===== src/rtl/dff_pipe.sv =====
// dff_pipe: WIDTH-bit, DEPTH-stage enabled delay line with per-stage valid and synchronous flush.
// Optional per-stage parity with a registered output check when DFF_PIPE_PARITY_EN is defined.
module dff_pipe #(
    parameter int unsigned      WIDTH     = 8,
    parameter int unsigned      DEPTH     = 4,
    parameter logic [WIDTH-1:0] RESET_VAL = '0
) (
    input  logic                         clk,
    input  logic                         async_reset_n,
    input  logic                         en,
    input  logic                         flush,
    input  logic                         d_valid,
    input  logic [WIDTH-1:0]             d,
`ifdef DFF_PIPE_PARITY_EN
    input  logic                         err_inject,
    output logic                         par_err,
`endif
    output logic                         q_valid,
    output logic [WIDTH-1:0]             q,
    output logic [$clog2(DEPTH+1)-1:0]   occupancy
);

    localparam int unsigned OccW = $clog2(DEPTH + 1);

    logic [WIDTH-1:0] s_q [DEPTH];
    logic [WIDTH-1:0] s_d [DEPTH];
    logic [DEPTH-1:0] v_q, v_d;
    logic [OccW-1:0]  occ_q, occ_d;

    // Data only moves on advance; flush clears valids but leaves data untouched.
    always_comb begin
        s_d = s_q;
        v_d = v_q;
        if (flush) begin
            v_d = '0;
        end else if (en) begin
            s_d[0] = d;
            v_d[0] = d_valid;
            for (int unsigned i = 1; i < DEPTH; i++) begin
                s_d[i] = s_q[i-1];
                v_d[i] = v_q[i-1];
            end
        end
    end

    // Occupancy tracks the valid bits being loaded on this edge, so it never lags.
    always_comb begin
        occ_d = '0;
        for (int unsigned i = 0; i < DEPTH; i++) begin
            occ_d = occ_d + OccW'(v_d[i]);
        end
    end

    always_ff @(posedge clk or negedge async_reset_n) begin
        if (!async_reset_n) begin
            for (int unsigned i = 0; i < DEPTH; i++) begin
                s_q[i] <= RESET_VAL;
            end
            v_q   <= '0;
            occ_q <= '0;
        end else begin
            for (int unsigned i = 0; i < DEPTH; i++) begin
                s_q[i] <= s_d[i];
            end
            v_q   <= v_d;
            occ_q <= occ_d;
        end
    end

    assign q         = s_q[DEPTH-1];
    assign q_valid   = v_q[DEPTH-1];
    assign occupancy = occ_q;

`ifdef DFF_PIPE_PARITY_EN
    logic [DEPTH-1:0] p_q, p_d;
    logic             par_err_q, par_err_d;

    always_comb begin
        p_d = p_q;
        if (!flush && en) begin
            p_d[0] = (^d) ^ err_inject;
            for (int unsigned i = 1; i < DEPTH; i++) begin
                p_d[i] = p_q[i-1];
            end
        end
    end

    // Checked against the word currently held in the last stage, reported one cycle later.
    always_comb begin
        par_err_d = v_q[DEPTH-1] & ((^s_q[DEPTH-1]) ^ p_q[DEPTH-1]);
    end

    always_ff @(posedge clk or negedge async_reset_n) begin
        if (!async_reset_n) begin
            p_q       <= {DEPTH{^RESET_VAL}};
            par_err_q <= 1'b0;
        end else begin
            p_q       <= p_d;
            par_err_q <= par_err_d;
        end
    end

    assign par_err = par_err_q;
`endif

    occ_bound_a: assert property (@(posedge clk) disable iff (!async_reset_n)
        occupancy <= OccW'(DEPTH));

    flush_empties_a: assert property (@(posedge clk) disable iff (!async_reset_n)
        flush |=> (occupancy == '0) && !q_valid);

endmodule


===== config.mk =====
export PLATFORM = sky130hd
export DESIGN_NAME = dff_pipe
export DESIGN_NICKNAME = d
export VERILOG_FILES = /design/src/rtl/dff_pipe.sv
export SDC_FILE = /design/constraint.sdc
export NUM_CORES = 1
export LEC_CHECK = 0
export ABC_AREA = 1
export CAP_MARGIN = 20
export CORE_MARGIN = 2
export CORE_UTILIZATION = 45
export DETAILED_ROUTE_END_ITERATION = 10
export PLACE_DENSITY_LB_ADDON = 0.08
export SETUP_SLACK_MARGIN = 0.02
export SKIP_CTS_REPAIR_TIMING = 1
export SLEW_MARGIN = 20
export SYNTH_ARGS = -nofsm -noshare
export SYNTH_HDL_FRONTEND = slang
export SYNTH_SLANG_ARGS = --single-unit

===== constraint.sdc =====
create_clock -name clk -period 4.6 [get_ports clk]
set_clock_uncertainty 0.1 [all_clocks]
set_input_delay 1.38 -clock clk [delete_from_list [all_inputs] [get_ports clk]]
set_output_delay 1.38 -clock clk [all_outputs]
set_load 0.05 [all_outputs]

* Yosys cells after proc, flatten, opt, wreduce, memory -nomap -nowiden
Cells that the tools add are included.
** Cells by class
- Add/subtract/negate cells :: 3
- Mux-type cells :: 2
- Bitwise logic cells :: 1
- Reductions and logical operators :: 1
** Operators with widths (count)
- 4-bit two-way mux :: 2
- 2-bit by 1-bit adder with 3-bit output :: 1
- 3-bit by 1-bit adder with 3-bit output :: 1
- 1-bit by 1-bit adder with 2-bit output :: 1
- 2-bit AND reduction :: 1
- 1-bit inverter :: 1
** Storage, ports and cells
- Register bits :: 39
- Input port bits :: 13
- Output and inout port bits :: 12
- Logic and storage cells :: 13

* Logic depth before layout (Yosys ltp)
- Word-level depth :: 5
- Depth in mapped cells :: 8
- Depth with buffers taken out :: 7

* Least setup slack after synthesis
Ideal clock, no wire load.
- Kind :: input to register
- Start :: input port en
- End :: register occ_q[1] (netlist: occupancy[1])
- Setup time :: 126 ps
- Arrival time :: 2736 ps
- Required time :: 4374 ps
- Slack :: 1638 ps
- Stages :: 8
- Path buffers :: 2
- Cell sequence :: buf_6 buf_6 nand2_1 nand2_1 nor2_1 fa_1 ha_1 ha_1
** Between the ends
- Word-level cells in the longest chain between the ends :: 5
** RTL lines
- start, declared :: line 10 : input logic en,
- 4-bit two-way mux :: line 36 : end else if (en) begin
- 4-bit two-way mux :: line 34 : if (flush) begin
- net v_d[1] :: line 27 : logic [DEPTH-1:0] v_q, v_d;
- 1-bit by 1-bit adder with 2-bit output :: line 50 : occ_d = occ_d + OccW'(v_d[i]);
- 2-bit by 1-bit adder with 3-bit output :: line 50
- 3-bit by 1-bit adder with 3-bit output :: line 50
- net occ_d[1] :: line 28 : logic [OccW-1:0] occ_q, occ_d;
- end signal, assigned :: line 60 : occ_q <= '0;
- end signal, assigned :: line 66 : occ_q <= occ_d;
- end, declared :: line 28
The timed path passes the listed nets, and every way through them passes these cells.
A chain may end at the register's enable or synchronous reset.

* Worst setup path after layout
- Start :: input port flush
- End :: register occ_q[1] (netlist: occupancy[1])
** Between the ends
- Word-level cells in the longest chain between the ends :: 4
** RTL lines
- start, declared :: line 11 : input logic flush,
- 4-bit two-way mux :: line 34
- net v_d[1] :: line 27
- 1-bit by 1-bit adder with 2-bit output :: line 50
- 2-bit by 1-bit adder with 3-bit output :: line 50
- 3-bit by 1-bit adder with 3-bit output :: line 50
- net occ_d[1] :: line 28
The timed path passes the listed nets, and every way through them passes these cells.

==> impl_metrics.tcl <==
set metrics [dict create \
    count_of_yosys_warnings_during_synthesis 0 \
    globalRouteTotalUtil_pct 15.0 \
    io_pins 25 \
    max-cap-violations 0 \
    cts-root-buf "sky130_fd_sc_hd__clkbuf_8" \
    worst-r2r-setup-slack_ps 2790 \
    drive_gt1_share_pct 10.4 \
    synth_cell_types 13 \
    finalNetCount 208 \
    ys_ff_latch 39 \
    dp_hpwl_mm 1.66 \
    drtAntennaViolNets 0 \
    avgSynthCellArea_sq_um 9.57 \
    clkLatencyLatePin_ps 280 \
    drt-wirelength-per-cell_microns 11.2 \
    grt_start_max_net_pins 40 \
    critical_path.max_fanout 37 \
    drtIter0Drc 56 \
    tightest_slew_ps 838 \
    sequential_cell_area_sq_um 976 \
    syn_area_sq_um 1710 \
    finalMaxSlewViolations 0 \
    n_antenna_cell 0 \
    detailroute.via_count 1149 \
    path_cells "clkdlybuf4s50_1 -> inv_4 -> nand2_1 -> nor2_1 -> fa_1 -> ha_1 -> ha_1" \
    start_util_pct 46.8 \
    hold_path_class "flip-flop to flip-flop" \
    rsz_0062_raised_after_global_routing "false" \
    worst_setup_path_end_kind "flip-flop" \
    cts_bufs_inserted 5 \
    setup.worst_path.start_class "primary input" \
    final_sum_of_negative_setup_slack_ps 0 \
    static-leakage-power_nw 1.00 \
    footprint_of_the_multi_input_gates_sq_um 551 \
    postRouteWirelength_mm 2.69 \
    finalSetupViolCount 0 \
    holdWs_ps 372 \
    clock_sink_count 39 \
    flow.area_growth_from_synthesis_pct 12.8 \
    cts-root-to-sink-buffers 2 \
    ir_drop_mv 0.198 \
    grt_first_pass_wirelength_mm 4.76 \
    cts.reportedPaths.clkPinSlew_ps 70 \
    synthCells 179 \
    synth_top_cell_by_area "sky130_fd_sc_hd__dfrtp_1" \
    synth_sequential_area_ratio_pct 57.0 \
    critPathMostFrequentCell "sky130_fd_sc_hd__ha_1" \
    drc_errors 0 \
    core_area_sq_um 3660 \
    synthesis.nets 195 \
    number_of_global_route_vias_before_repair 1055 \
    gpl.final_weighted_congestion 0.690 \
    crit_path_max_incr_delay_ps 450 \
    fin_util_pct 52.8 \
    htreeDepth 2 \
    vias_per_inst 4.77 \
    placement.io_buffers 24 \
    worstPathRequired_ps 4670 \
    rows 22 \
    status "finished, final reports clean" \
    floorplan.die.width_microns 65.7 \
    tritoncts "built" \
    critical_path.slowest_cell "sky130_fd_sc_hd__fa_1" \
    worstPathArrival_ps 3360 \
    drtPass1Iterations 4 \
    slew-limit-headroom_pct 44.1 \
    grt_overflow 0 \
    timing_hold_violations_final 0 \
    post-route-min-period_ps 3290 \
    synth_top_cells_by_area "sky130_fd_sc_hd__dfrtp_1, sky130_fd_sc_hd__nand2_1, sky130_fd_sc_hd__nand3_1" \
    finalCritPeriodShare_pct 71.5 \
    fmax_mhz 304 \
    netlist.area_leader.share_pct 57.0 \
    power_per_cell_area_nw_per_um2 427 \
    placed_area_sq_um 1850 \
    final_area_sq_um 1930 \
    dieHeight_microns 65.7 \
    layout.filler_cells 352 \
    number_of_antenna_violations_at_the_first_check_in_global_routing 0 \
    die_area_sq_um 4320 \
    critical_path_class "primary input to flip-flop" \
]
## placed cells by master, fill, tap and decap left out
cell type	count
sky130_fd_sc_hd__buf_2	1
sky130_fd_sc_hd__buf_4	1
sky130_fd_sc_hd__clkbuf_1	2
sky130_fd_sc_hd__clkbuf_8	5
sky130_fd_sc_hd__clkdlybuf4s50_1	23
sky130_fd_sc_hd__clkinv_2	1
sky130_fd_sc_hd__dfrtp_1	39
sky130_fd_sc_hd__fa_1	1
sky130_fd_sc_hd__ha_1	2
sky130_fd_sc_hd__inv_1	4
sky130_fd_sc_hd__inv_4	1
sky130_fd_sc_hd__nand2_1	62
sky130_fd_sc_hd__nand2_2	10
sky130_fd_sc_hd__nand2_8	1
sky130_fd_sc_hd__nand3_1	32
sky130_fd_sc_hd__nor2_1	8
## layout make-up
cell class / count / area share [%]
sequential: 39 / 50.5
multi-input combinational: 116 / 28.5
timing repair buffer: 25 / 12.6
clock buffer: 7 / 3.95
tap: 48 / 3.11
inverter: 5 / 1.10
clock inverter: 1 / 0.259
## synth_stat cells (all sizes together)
library cell  instances
ha                    2
nor2                  8
buf                  19
nand3                32
dfrtp                39
inv                   5
nand2                73
fa                    1
## layer usage
metal	global-route usage, %	vias up	share of wire (%)
met2	22.6	28	46
met1	18.3	542	46
met4	7.03	0	1.9
met3	6.68	4	6.5
met5	0	-	0
li1	-	575	-
## where the power goes
part | internal, mW | switching, mW | leakage, nW | total, mW
clock network | 0.106 | 0.109 | 0.0422 | 0.215
logic | 0.0657 | 0.119 | 0.456 | 0.185
registers | 0.395 | 0.0295 | 0.503 | 0.424
## through the flow
| step | setup WS, ps | instances | power (mW) |
|---|---|---|---|
| 2_1_floorplan | 1640 | 179 | 0.577 |
| 3_3_place_gp | 1080 | 233 | 0.611 |
| 3_5_place_dp | 998 | 233 | 0.618 |
| 4_1_cts | 1310 | 241 | 0.838 |
| 5_1_grt | 1180 | 241 | 0.879 |
| 6_report | 1310 | 241 | 0.824 |
## critical path: cells and delay by family
family        cells  cell delay, ps
fa+ha+maj         3             920
buf+inv           2             750
simple gates      2             300
## cells by family (layout without fill, tap and decap cells)
logic type	count (synthesis)	count (layout)	synth area share (%)
flops	39	39	57.0
buf+inv	24	38	10.9
fa+ha+maj	3	3	2.63
simple gates	113	113	29.5
## worst paths after layout
kind                                 to  cells after the start          start
max in group asynchronous       s_q[18]                      1  async_reset_n
hold / removal                  s_q[18]                      2        s_q[18]
hold reg to reg                 s_q[18]                      2        s_q[18]
setup reg to reg           occupancy[1]                      7         v_q[0]
min in group asynchronous          q[7]                      1  async_reset_n
setup / recovery           occupancy[1]                      7          flush
## registers in the layout (all words and copies together), names as in the netlist
name,cells
s_q,24
q,8
v_q,4
occupancy,3
No activity file was read; power rests on OpenSTA's default activity.
